===== config.mk =====
export PLATFORM = sky130hd
export DESIGN_NAME = ror_iter
export DESIGN_NICKNAME = d
export VERILOG_FILES = /design/src/rtl/alu_pkg.sv /design/src/rtl/ror_step.sv /design/src/rtl/ror_iter.sv
export SDC_FILE = /design/constraint.sdc
export NUM_CORES = 1
export LEC_CHECK = 0
export CORE_ASPECT_RATIO = 2
export CORE_MARGIN = 4
export CORE_UTILIZATION = 34
export CTS_CLUSTER_DIAMETER = 30
export DETAILED_ROUTE_END_ITERATION = 7
export GPL_ROUTABILITY_DRIVEN = 0
export PLACE_DENSITY = 0.81
export SKIP_CTS_REPAIR_TIMING = 1
export SYNTH_ARGS = -nofsm -noshare
export SYNTH_HDL_FRONTEND = slang
export SYNTH_SLANG_ARGS = --single-unit

===== constraint.sdc =====
create_clock -name clock -period 1.3 [get_ports clock]
set_clock_uncertainty 0.05 [all_clocks]
set_input_delay 0.26 -clock clock [delete_from_list [all_inputs] [get_ports clock]]
set_output_delay 0.26 -clock clock [all_outputs]
set_load 0.005 [all_outputs]

===== src/rtl/alu_pkg.sv =====
// Shared definitions for the iterative ALU function units (rotate, mul, div):
// operand widths and the common IDLE/ROT/DONE state encoding.
package alu_pkg;

  localparam int WORD_W = 32;
  localparam int SH_W   = 5;

  typedef enum logic [1:0] {
    ST_IDLE = 2'd0,
    ST_ROT  = 2'd1,
    ST_DONE = 2'd2
  } alu_state_e;

  // Rotate amount is taken modulo WORD_W, so only the low SH_W bits of B matter.
  function automatic logic [SH_W-1:0] sh_amount(input logic [WORD_W-1:0] b);
    return b[SH_W-1:0];
  endfunction

endpackage


===== src/rtl/ror_step.sv =====
// Combinational rotate-right by one bit; with ROR_FASTSTEP_EN defined it can
// also rotate by four bits when by4 is set.
module ror_step
  import alu_pkg::*;
#(
  parameter int W = WORD_W
) (
  input  logic [W-1:0] din,
`ifdef ROR_FASTSTEP_EN
  input  logic         by4,
`endif
  output logic [W-1:0] dout
);

`ifdef ROR_FASTSTEP_EN
  assign dout = by4 ? {din[3:0], din[W-1:4]} : {din[0], din[W-1:1]};
`else
  assign dout = {din[0], din[W-1:1]};
`endif

endmodule


===== src/rtl/ror_iter.sv =====
// Multi-cycle rotate-right unit with start/busy/done handshake and zero-extended
// 64-bit Z bus. Define ROR_FASTSTEP_EN to rotate four bits per cycle when possible.
module ror_iter #(
  parameter int WORD_W = alu_pkg::WORD_W,
  parameter int SH_W   = alu_pkg::SH_W
) (
  input  logic                clock,
  input  logic                clear,
  input  logic                start,
  input  logic [WORD_W-1:0]   A,
  input  logic [WORD_W-1:0]   B,
  output logic                busy,
  output logic                done,
  output logic [2*WORD_W-1:0] Z
);

  import alu_pkg::*;

  alu_state_e        state_r;
  logic [WORD_W-1:0] r_r;
  logic [SH_W-1:0]   count_r;
  logic              busy_r;
  logic              done_r;

  logic [WORD_W-1:0] step_s;
  logic [SH_W-1:0]   sh_s;
  logic [SH_W-1:0]   dec_s;

  assign sh_s = sh_amount(B);

`ifdef ROR_FASTSTEP_EN
  logic by4_s;
  assign by4_s = (count_r >= SH_W'(4));
  assign dec_s = by4_s ? SH_W'(4) : SH_W'(1);

  ror_step #(.W(WORD_W)) u_step (
    .din  (r_r),
    .by4  (by4_s),
    .dout (step_s)
  );
`else
  assign dec_s = SH_W'(1);

  ror_step #(.W(WORD_W)) u_step (
    .din  (r_r),
    .dout (step_s)
  );
`endif

  // Handshake FSM, rotate register and remaining-step counter.
  always_ff @(posedge clock or negedge clear) begin
    if (!clear) begin
      state_r <= ST_IDLE;
      r_r     <= {WORD_W{1'b0}};
      count_r <= {SH_W{1'b0}};
      busy_r  <= 1'b0;
      done_r  <= 1'b0;
    end else begin
      case (state_r)
        ST_IDLE: begin
          done_r <= 1'b0;
          if (start) begin
            r_r     <= A;
            count_r <= sh_s;
            busy_r  <= 1'b1;
            if (sh_s != {SH_W{1'b0}}) begin
              state_r <= ST_ROT;
            end else begin
              state_r <= ST_DONE;
              done_r  <= 1'b1;
            end
          end else begin
            busy_r <= 1'b0;
          end
        end
        ST_ROT: begin
          r_r     <= step_s;
          count_r <= count_r - dec_s;
          busy_r  <= 1'b1;
          // The last step lands exactly on zero; done rises with the final value.
          if (count_r == dec_s) begin
            state_r <= ST_DONE;
            done_r  <= 1'b1;
          end else begin
            done_r  <= 1'b0;
          end
        end
        ST_DONE: begin
          state_r <= ST_IDLE;
          busy_r  <= 1'b0;
          done_r  <= 1'b0;
        end
        default: begin
          state_r <= ST_IDLE;
          count_r <= {SH_W{1'b0}};
          busy_r  <= 1'b0;
          done_r  <= 1'b0;
        end
      endcase
    end
  end

  assign busy = busy_r;
  assign done = done_r;
  assign Z    = {{WORD_W{1'b0}}, r_r};

endmodule


==> results of run 1 <==
## worst max-delay path: stages (launching register included)
cell and delay, ns:
sky130_fd_sc_hd__dfrtp_1 0.39, sky130_fd_sc_hd__inv_2 0.10, sky130_fd_sc_hd__buf_6 0.11, sky130_fd_sc_hd__ha_4 0.12, sky130_fd_sc_hd__nor3b_4 0.19, sky130_fd_sc_hd__xnor2_1 0.14
sky130_fd_sc_hd__o22ai_1 0.10
## cell usage in the layout, fill, tap and decap left out, drive strengths merged, types with 3 or more instances in the layout
cell	instances
dlymetal6s2s	34
nand2	4
inv	3
clkdlybuf4s50	38
dfrtp	41
mux2i	34
conb	32
o22ai	3
a21oi	36
clkbuf	8
nor2	35
buf	39
## cell families after synthesis
kind of cell | Yosys count
multiplexers | 34
AND/OR/NAND/NOR | 49
XOR/XNOR | 3
adder cells (fa/ha/maj) | 2
buffers and inverters | 48
AO/OA/AOI/OAI | 44
flip-flops | 41
other | 1
## cell usage after synthesis (2+ instances only)
cell type	count	area [um^2]
sky130_fd_sc_hd__clkbuf_1	3	11.3
sky130_fd_sc_hd__buf_2	6	30.0
sky130_fd_sc_hd__xnor2_1	2	17.5
sky130_fd_sc_hd__a21oi_1	36	180
sky130_fd_sc_hd__o22ai_1	3	18.8
sky130_fd_sc_hd__buf_12	2	40.0
sky130_fd_sc_hd__nor2_1	35	131
sky130_fd_sc_hd__dfrtp_1	41	1030
sky130_fd_sc_hd__mux2i_1	34	340
sky130_fd_sc_hd__inv_1	3	11.3
sky130_fd_sc_hd__buf_4	33	248
sky130_fd_sc_hd__ha_1	2	25.0
sky130_fd_sc_hd__nand2_1	4	15.0
sky130_fd_sc_hd__nor3_1	2	10.0
## through the flow
step / power, mW / hold WS, ns / setup TNS, ns / instance area, um^2
CTS: 6.94 / -0.103 / -6.87 / 3170
detailed placement: 5.72 / 0.200 / -8.13 / 3040
global route: 7.82 / 0.474 / -0.278 / 3480
floorplan: 4.05 / -0.0856 / 0 / 2350
finish: 7.31 / 0.436 / -0.0183 / 3480
global placement: 5.60 / 0.199 / -7.77 / 3040
## routing by layer
layer | GRT usage | wire length [um] | vias up
met2 | 0.241 | 3300 | 72
met4 | 0.0779 | 227 | 0
met3 | 0.0229 | 316 | 15
met5 | 0 | 0 | -
met1 | 0.139 | 1970 | 869
li1 | - | - | 899
## flip-flops by register name, summed over array words and instances, names as in the netlist
name,count
r_r,32
done,1
busy,1
state_r,2
count_r,5
## cell type report
class                   count  area (um^2)
fillers                   577         2880
repair buffers            112         1170
flip-flops and latches     41         1030
multi-input cells         164         1030
clock buffers               8          136
well taps                  86          108
inverters                   3         11.3
## worst min-delay path by stage
| stage | start | to | slack (ns) | depth (start not counted) |
|---|---|---|---|---|
| 2_1_floorplan | clear | busy$_DFF_PN0_ | -0.09 | 0 |
| 3_3_place_gp | clear | r_r[8]$_DFFE_PN0P_ | 0.20 | 2 |
| 3_5_place_dp | clear | r_r[8]$_DFFE_PN0P_ | 0.20 | 2 |
| 4_1_cts | clear | r_r[3]$_DFFE_PN0P_ | -0.10 | 2 |
| 5_1_grt | clear | r_r[8]$_DFFE_PN0P_ | 0.47 | 3 |
| 6_report | clear | r_r[3]$_DFFE_PN0P_ | 0.44 | 3 |
## power groups by stage
stage	Combinational (mW)	Clock, mW	Sequential (mW)
after global routing	4.15	1.27	2.40
after floorplan	1.72	0	2.33
after detailed placement	3.38	0	2.34
after global placement	3.30	0	2.30
after CTS	3.39	1.23	2.32
final	3.81	1.18	2.32
==> results by group, run 1 <==
Outcome
  – Run status: finished, violations left
  – Violations in the final reports: negative setup slack

Logic synthesis
  – Prevailing post-synth register cell: sky130_fd_sc_hd__dfrtp_1
  – Main combinational cell family by area after synthesis: buffers and inverters
  – EDFF count, synth: 0
  – Number of register bits inferred by synthesis: 41
  – Number of instances in the synthesized netlist: 222
  – Avg Cell Area, Syn: 10.0 um^2
  – Fraction of the yosys area taken by sequential cells: 0.461
  – Arithmetic-cell share of the synthesized area counting full adders, half adders and majority gates: 0.0112
  – Count of synthesis-stage warnings from yosys: 0
  – Fraction of synthesized area in multiplexers: 0.153
  – Post-Synthesis Cell Area: 0.00222 mm^2
  – Ys async rst share: 1.00
  – Post-Synth Simple-Gate Area: 0.0962
  – XOR/XNOR Fraction of Synth Area: 0.0118
  – Compound-gate portion of the synthesized area: 0.105
  – Cell variety after synth: 30

Timing
  – Final Max Slew Viols: 0
  – Maximum clock frequency: 759 MHz
  – Time the final worst path needs with I/O delays and setup: 1.32 ns
  – Fin. Hold Viols: 0
  – Post-route clock period utilization: 1.01
  – Setup-failing EPs final: 1
  – Final worst slack: -0.0183 ns
  – Unrepaired setup endpoints after global routing: yes

Floorplanning
  – Number of standard-cell rows in the floorplan: 41
  – Overall die width: 65.2 um
  – Die boundary height: 122 um
  – Initial core utilization: 0.350
  – Core region area: 0.00636 mm^2
  – DIE AREA: 0.00798 mm^2
  – Count of boundary I/O pins: 133

Power
  – Clock network power share: 0.161
  – Internal power: 4.77 mW
  – Proportion of total power due to net switching: 0.348
  – Cell area power density: 2100 mW/mm^2
  – Static leakage: 1.73 nW
  – Worst ir drop on vdd: 0.944 mV
  – Switching power: 2.54 mW
  – Combinational share of power: 0.522
  – Sequential fraction of design power: 0.317

Global route
  – Antenna violations before repair: 0
  – Pin count of the biggest net entering global routing: 42
  – Via count of the first global-routing pass: 1706
  – Global-route wire length before repair: 8.18 mm
  – Total track usage: 0.133
  – Remaining global-route overflow: 0

Worst hold path
  – Type of the tightest min-delay check: in2async

Placement
  – Pre-CTS setup slack: -0.275 ns
  – Detailed Place HPWL: 4.02 mm
  – IO Port Bufs: 73
  – Inst Count DP: 385

Final layout
  – Area growth syn-to-layout: 56.5%
  – # nets final: 396
  – Layout Utilization: 0.547
  – Final Instance Count excl. Fillers: 414
  – Number of antenna repair diodes: 0
  – Proportion of layout cells with a drive suffix above 1: 0.168

Clock network
  – Count of clock tree sinks: 41
  – TritonCTS buffer count: 5
  – H-tree levels: 2
  – Cell at the root of the clock tree: sky130_fd_sc_hd__clkbuf_16
  – Register clock-pin slew on the reported worst setup and hold paths: 0.06 ns
  – Clock latency reported for the late side of the worst-skew pair: 0.28 ns
  – CTS tree: done
  – Buffers from clock root to sink, at most: 2

Worst setup path
  – Endpoint type of the worst setup path: flip-flop
  – Worst path arrival time: 1.43 ns
  – CP required: 1.41 ns
  – End point of the critical path: count_r[4]$_DFFE_PN0P_
  – Start point of the critical path: count_r[1]$_DFFE_PN0P_
  – Worst Reg-to-Reg Cells: 6
  – Terminus of the critical flop-to-flop path: count_r[4]$_DFFE_PN0P_
  – Highest net fanout along the worst path: 2
  – Slack of the worst reg-to-reg path: -0.02 ns
  – Category of the critical setup timing path: reg2reg
  – Nature of the critical path startpoint: flip-flop
  – Startpoint of the most critical register-to-register path: count_r[1]$_DFFE_PN0P_

Flow run
  – Number of maximum-capacitance violations: 0

Routing
  – Number of vias per cell after detailed routing: 4.48
  – Post-detailed-route wirelength per cell: 14.1 um
  – Total wire length after detailed routing: 5.82 mm
  – DRC Markers: 0
  – Starting DRC count in detailed routing: 69
  – Vias: 1855
  – Antenna violation net count after detailed routing: 0
  – Pre-Repair DR Iteration Count: 6
(Power assumes the default switching activity.)
==> run 2: changes to the inputs <==
--- a/config.mk
+++ b/config.mk
@@ -7,12 +7,13 @@
 export LEC_CHECK = 0
 export CORE_ASPECT_RATIO = 2
 export CORE_MARGIN = 4
-export CORE_UTILIZATION = 34
-export CTS_CLUSTER_DIAMETER = 30
+export CORE_UTILIZATION = 36
+export CTS_CLUSTER_DIAMETER = 80
 export DETAILED_ROUTE_END_ITERATION = 7
 export GPL_ROUTABILITY_DRIVEN = 0
 export PLACE_DENSITY = 0.81
 export SKIP_CTS_REPAIR_TIMING = 1
 export SYNTH_ARGS = -nofsm -noshare
 export SYNTH_HDL_FRONTEND = slang
+export SYNTH_HIERARCHICAL = 1
 export SYNTH_SLANG_ARGS = --single-unit
==> run 2 against run 1 <==
  * Cell count is 0.48% higher
  * The run still ends with negative setup slack left
  * Non-clock buffer count is 2 lower
  * Setup slack worse by 0.032 ns
  * Highest routed layer unchanged
  * First-iteration DRC count is 42% lower
  * Sequential cell count stayed put
  * Critical path type unchanged
  * Hold slack worse by 0.0020 ns
  * Die area is 6.6% higher
  * Sequential power is 6% higher
  * Combinational power is 22% higher
  * Design area is 2.0% higher
  * Via count is 0.59% higher
==> results by group, run 2 <==
Routing
  – DRC Markers: 0 (unchanged)
  – Vias: 1866 (+0.59%)
  – Number of vias per cell after detailed routing: 4.49 (+0.11%)
  – Pre-Repair DR Iteration Count: 3 (-3)
  – Post-detailed-route wirelength per cell: 14.6 um (+3.8%)
  – Total wire length after detailed routing: 6.07 mm (+4.3%)
  – Starting DRC count in detailed routing: 40 (-42%)
  – Antenna violation net count after detailed routing: 0 (unchanged)

Power
  – Sequential fraction of design power: 0.296 (-0.021)
  – Internal power: 5.37 mW (+13%)
  – Combinational share of power: 0.558 (+0.036)
  – Switching power: 2.92 mW (+15%)
  – Worst ir drop on vdd: 1.10 mV (+17%)
  – Clock network power share: 0.146 (-0.015)
  – Total power after layout: 8.30 mW (+14%)
  – Cell area power density: 2340 mW/mm^2 (+11%)
  – Static leakage: 1.98 nW (+14%)
  – Proportion of total power due to net switching: 0.352 (+0.00441)

Timing
  – Time the final worst path needs with I/O delays and setup: 1.35 ns (+0.0322 ns)
  – Maximum clock frequency: 740 MHz (-2.4%)
  – Fin. Hold Viols: 0 (unchanged)
  – Setup-failing EPs final: 16 (+15)
  – Final Max Slew Viols: 0 (unchanged)
  – Final worst slack: -0.0505 ns (-0.0322 ns)
  – Post-route clock period utilization: 1.04 (+0.0248)
  – Unrepaired setup endpoints after global routing: yes

Floorplanning
  – Initial core utilization: 0.367 (+0.0173)
  – Count of boundary I/O pins: 133 (unchanged)
  – DIE AREA: 0.00851 mm^2 (+6.6%)
  – Core region area: 0.00689 mm^2 (+8.3%)
  – Die boundary height: 126 um (+3.3%)
  – Overall die width: 67.2 um (+3.1%)
  – Number of standard-cell rows in the floorplan: 43 (+4.9%)

Worst setup path
  – Critical path, cell by cell: nor2b_4, buf_4, buf_12, mux2i_2, o21ai_1
  – Endpoint type of the worst setup path: flip-flop
  – Terminus of the critical flop-to-flop path: r_r[23]$_DFFE_PN0P_
  – CP required: 1.41 ns (about the same)
  – Startpoint of the most critical register-to-register path: state_r[1]$_DFFE_PN0P_
  – Peak per-stage delay on the critical path: 0.42 ns (+0.03 ns)
  – Nature of the critical path startpoint: flip-flop
  – Worst path arrival time: 1.46 ns (+0.03 ns)
  – Highest net fanout along the worst path: 10 (+8)
  – Critical path buffers and inverters: 2 (unchanged)
  – Category of the critical setup timing path: reg2reg
  – Worst Reg-to-Reg Cells: 5 (-1)
  – Crit-path leading delay family: flip-flops
  – Cell at the slowest stage of the critical path: sky130_fd_sc_hd__dfrtp_1
  – Slack of the worst reg-to-reg path: -0.05 ns (-0.03 ns)

Logic synthesis
  – Count of synthesis-stage warnings from yosys: 6 (+6)
  – Cell variety after synth: 33 (+10%)
  – Cell type with the largest total area after synthesis: sky130_fd_sc_hd__dfrtp_1
  – Post-Synthesis Cell Area: 0.00253 mm^2 (+14%)
  – Prevailing post-synth register cell: sky130_fd_sc_hd__dfrtp_1
  – Share of the synthesized area in the top cell type: 0.406 (-0.0553)
  – Avg Cell Area, Syn: 9.91 um^2 (-1.1%)
  – EDFF count, synth: 0 (unchanged)
  – Most used standard cells in the synthesized netlist: sky130_fd_sc_hd__buf_4 (64), sky130_fd_sc_hd__dfrtp_1 (41), sky130_fd_sc_hd__nand2_1 (35)
  – Ys async rst share: 1.00 (unchanged)
  – Dominant cell by count in the synthesized netlist: sky130_fd_sc_hd__buf_4
  – Cell types occupying the most area after synthesis: sky130_fd_sc_hd__dfrtp_1 (41%), sky130_fd_sc_hd__buf_4 (19%), sky130_fd_sc_hd__mux2i_1 (13%), sky130_fd_sc_hd__o21ai_1 (5.7%), sky130_fd_sc_hd__nand2_1 (5.2%)
  – Number of instances in the synthesized netlist: 255 (+15%)
  – Fraction of the yosys area taken by sequential cells: 0.406 (-0.0553)
  – Number of register bits inferred by synthesis: 41 (unchanged)

Clock network
  – Cell at the root of the clock tree: sky130_fd_sc_hd__clkbuf_16
  – Count of clock tree sinks: 41 (unchanged)
  – H-tree levels: 2 (unchanged)
  – Clock latency reported for the late side of the worst-skew pair: 0.28 ns (about the same)
  – TritonCTS buffer count: 5 (unchanged)
  – Buffers from clock root to sink, at most: 2 (unchanged)
  – CTS tree: done
  – Register clock-pin slew on the reported worst setup and hold paths: 0.06 ns (about the same)

Placement
  – IO Port Bufs: 73 (unchanged)
  – Pre-CTS setup slack: -0.274 ns (+0.00145 ns)
  – Detailed Place HPWL: 4.17 mm (+3.8%)
  – DP Area: 0.00306 mm^2 (+0.70%)

Final layout
  – Number of antenna repair diodes: 0 (unchanged)
  – Most common library cell in the layout ignoring fill and taps: sky130_fd_sc_hd__dfrtp_1
  – Finished Cell Area: 0.00355 mm^2 (+2.0%)
  – Flip-flop count of the largest register after layout: 32 (unchanged)
  – Area growth syn-to-layout: 40.5%
  – Register with the most flip-flops: r_r
  – Layout Utilization: 0.516 (-0.0318)
  – Registers with the highest flip-flop counts: r_r: 32 flops, count_r: 5 flops, state_r: 2 flops
  – Proportion of layout cells with a drive suffix above 1: 0.181 (+0.0133)
  – Commonest cells after routing, fill and taps aside: sky130_fd_sc_hd__dfrtp_1 (41), sky130_fd_sc_hd__clkdlybuf4s50_1 (37), sky130_fd_sc_hd__dlymetal6s2s_1 (35)
  – # nets final: 395 (-0.25%)

Global route
  – Antenna violations before repair: 0 (unchanged)
  – Remaining global-route overflow: 0 (unchanged)
  – Global-route wire length before repair: 8.61 mm (+5.3%)
  – Total track usage: 0.133 (+0.000240)
  – Via count of the first global-routing pass: 1801 (+5.6%)
  – Pin count of the biggest net entering global routing: 46 (+9.5%)

Flow run
  – Number of maximum-capacitance violations: 0 (unchanged)

Outcome
  – Run status: finished, violations left
  – Violations in the final reports: negative setup slack

Worst hold path
  – Type of the tightest min-delay check: in2async
[run 2: per-stage QoR]
step / hold WS (ns) / setup TNS, ns / std cells
floorplan: -0.0856 / 0 / 286
global placement: 0.199 / -7.56 / 389
detailed placement: 0.197 / -7.91 / 389
CTS: -0.106 / -6.72 / 396
global route: 0.460 / -2.37 / 416
finish: 0.434 / -0.218 / 416
[run 2: tightest hold or removal path: stages]
cell                            delay [ns]
sky130_fd_sc_hd__dlygate4sd3_1        0.52
sky130_fd_sc_hd__buf_2                0.12
sky130_fd_sc_hd__buf_12               0.23
[run 2: cell type report]
class	instances	area, um^2
multi-input combinational	164	1070
sequential	41	1030
tap	90	113
inverter	4	15.0
fill	642	3340
clock buffer	7	143
timing repair buffer	110	1180
[run 2: metal layers]
layer	up-vias	track usage	share of wire
met1	889	0.139	0.35
li1	899	-	-
met5	-	0	0
met4	0	0.0718	0.027
met2	68	0.234	0.56
met3	10	0.0319	0.061
[run 2: worst max-delay path by stage]
stage | to | start | cells past startpoint
5_1_grt | r_r[24]$_DFFE_PN0P_ | state_r[1]$_DFFE_PN0P_ | 5
4_1_cts | Z[15] | r_r[15]$_DFFE_PN0P_ | 1
3_5_place_dp | count_r[3]$_DFFE_PN0P_ | start | 4
3_3_place_gp | count_r[3]$_DFFE_PN0P_ | start | 4
2_1_floorplan | r_r[10]$_DFFE_PN0P_ | state_r[1]$_DFFE_PN0P_ | 6
6_report | r_r[23]$_DFFE_PN0P_ | state_r[1]$_DFFE_PN0P_ | 5
[run 2: cells by family after synthesis]
| group | Yosys count | synth area share |
|---|---|---|
| AO/OA/AOI/OAI | 45 | 0.100 |
| XOR/XNOR | 3 | 0.0104 |
| adder cells (fa/ha/maj) | 2 | 0.00990 |
| buffers and inverters | 81 | 0.248 |
| flip-flops | 41 | 0.406 |
| multiplexers | 34 | 0.135 |
| other | 1 | 0.00148 |
| AND/OR/NAND/NOR | 48 | 0.0896 |
[run 2: power by group through the flow]
stage                     registers (mW)  clock network [mW]  logic (mW)
after floorplan                     2.43                   0        3.00
after global placement              2.41                   0        3.90
after detailed placement            2.46                   0        4.01
after CTS                           2.44                1.25        4.01
after global routing                2.53                1.30        5.05
final                               2.45                1.21        4.63
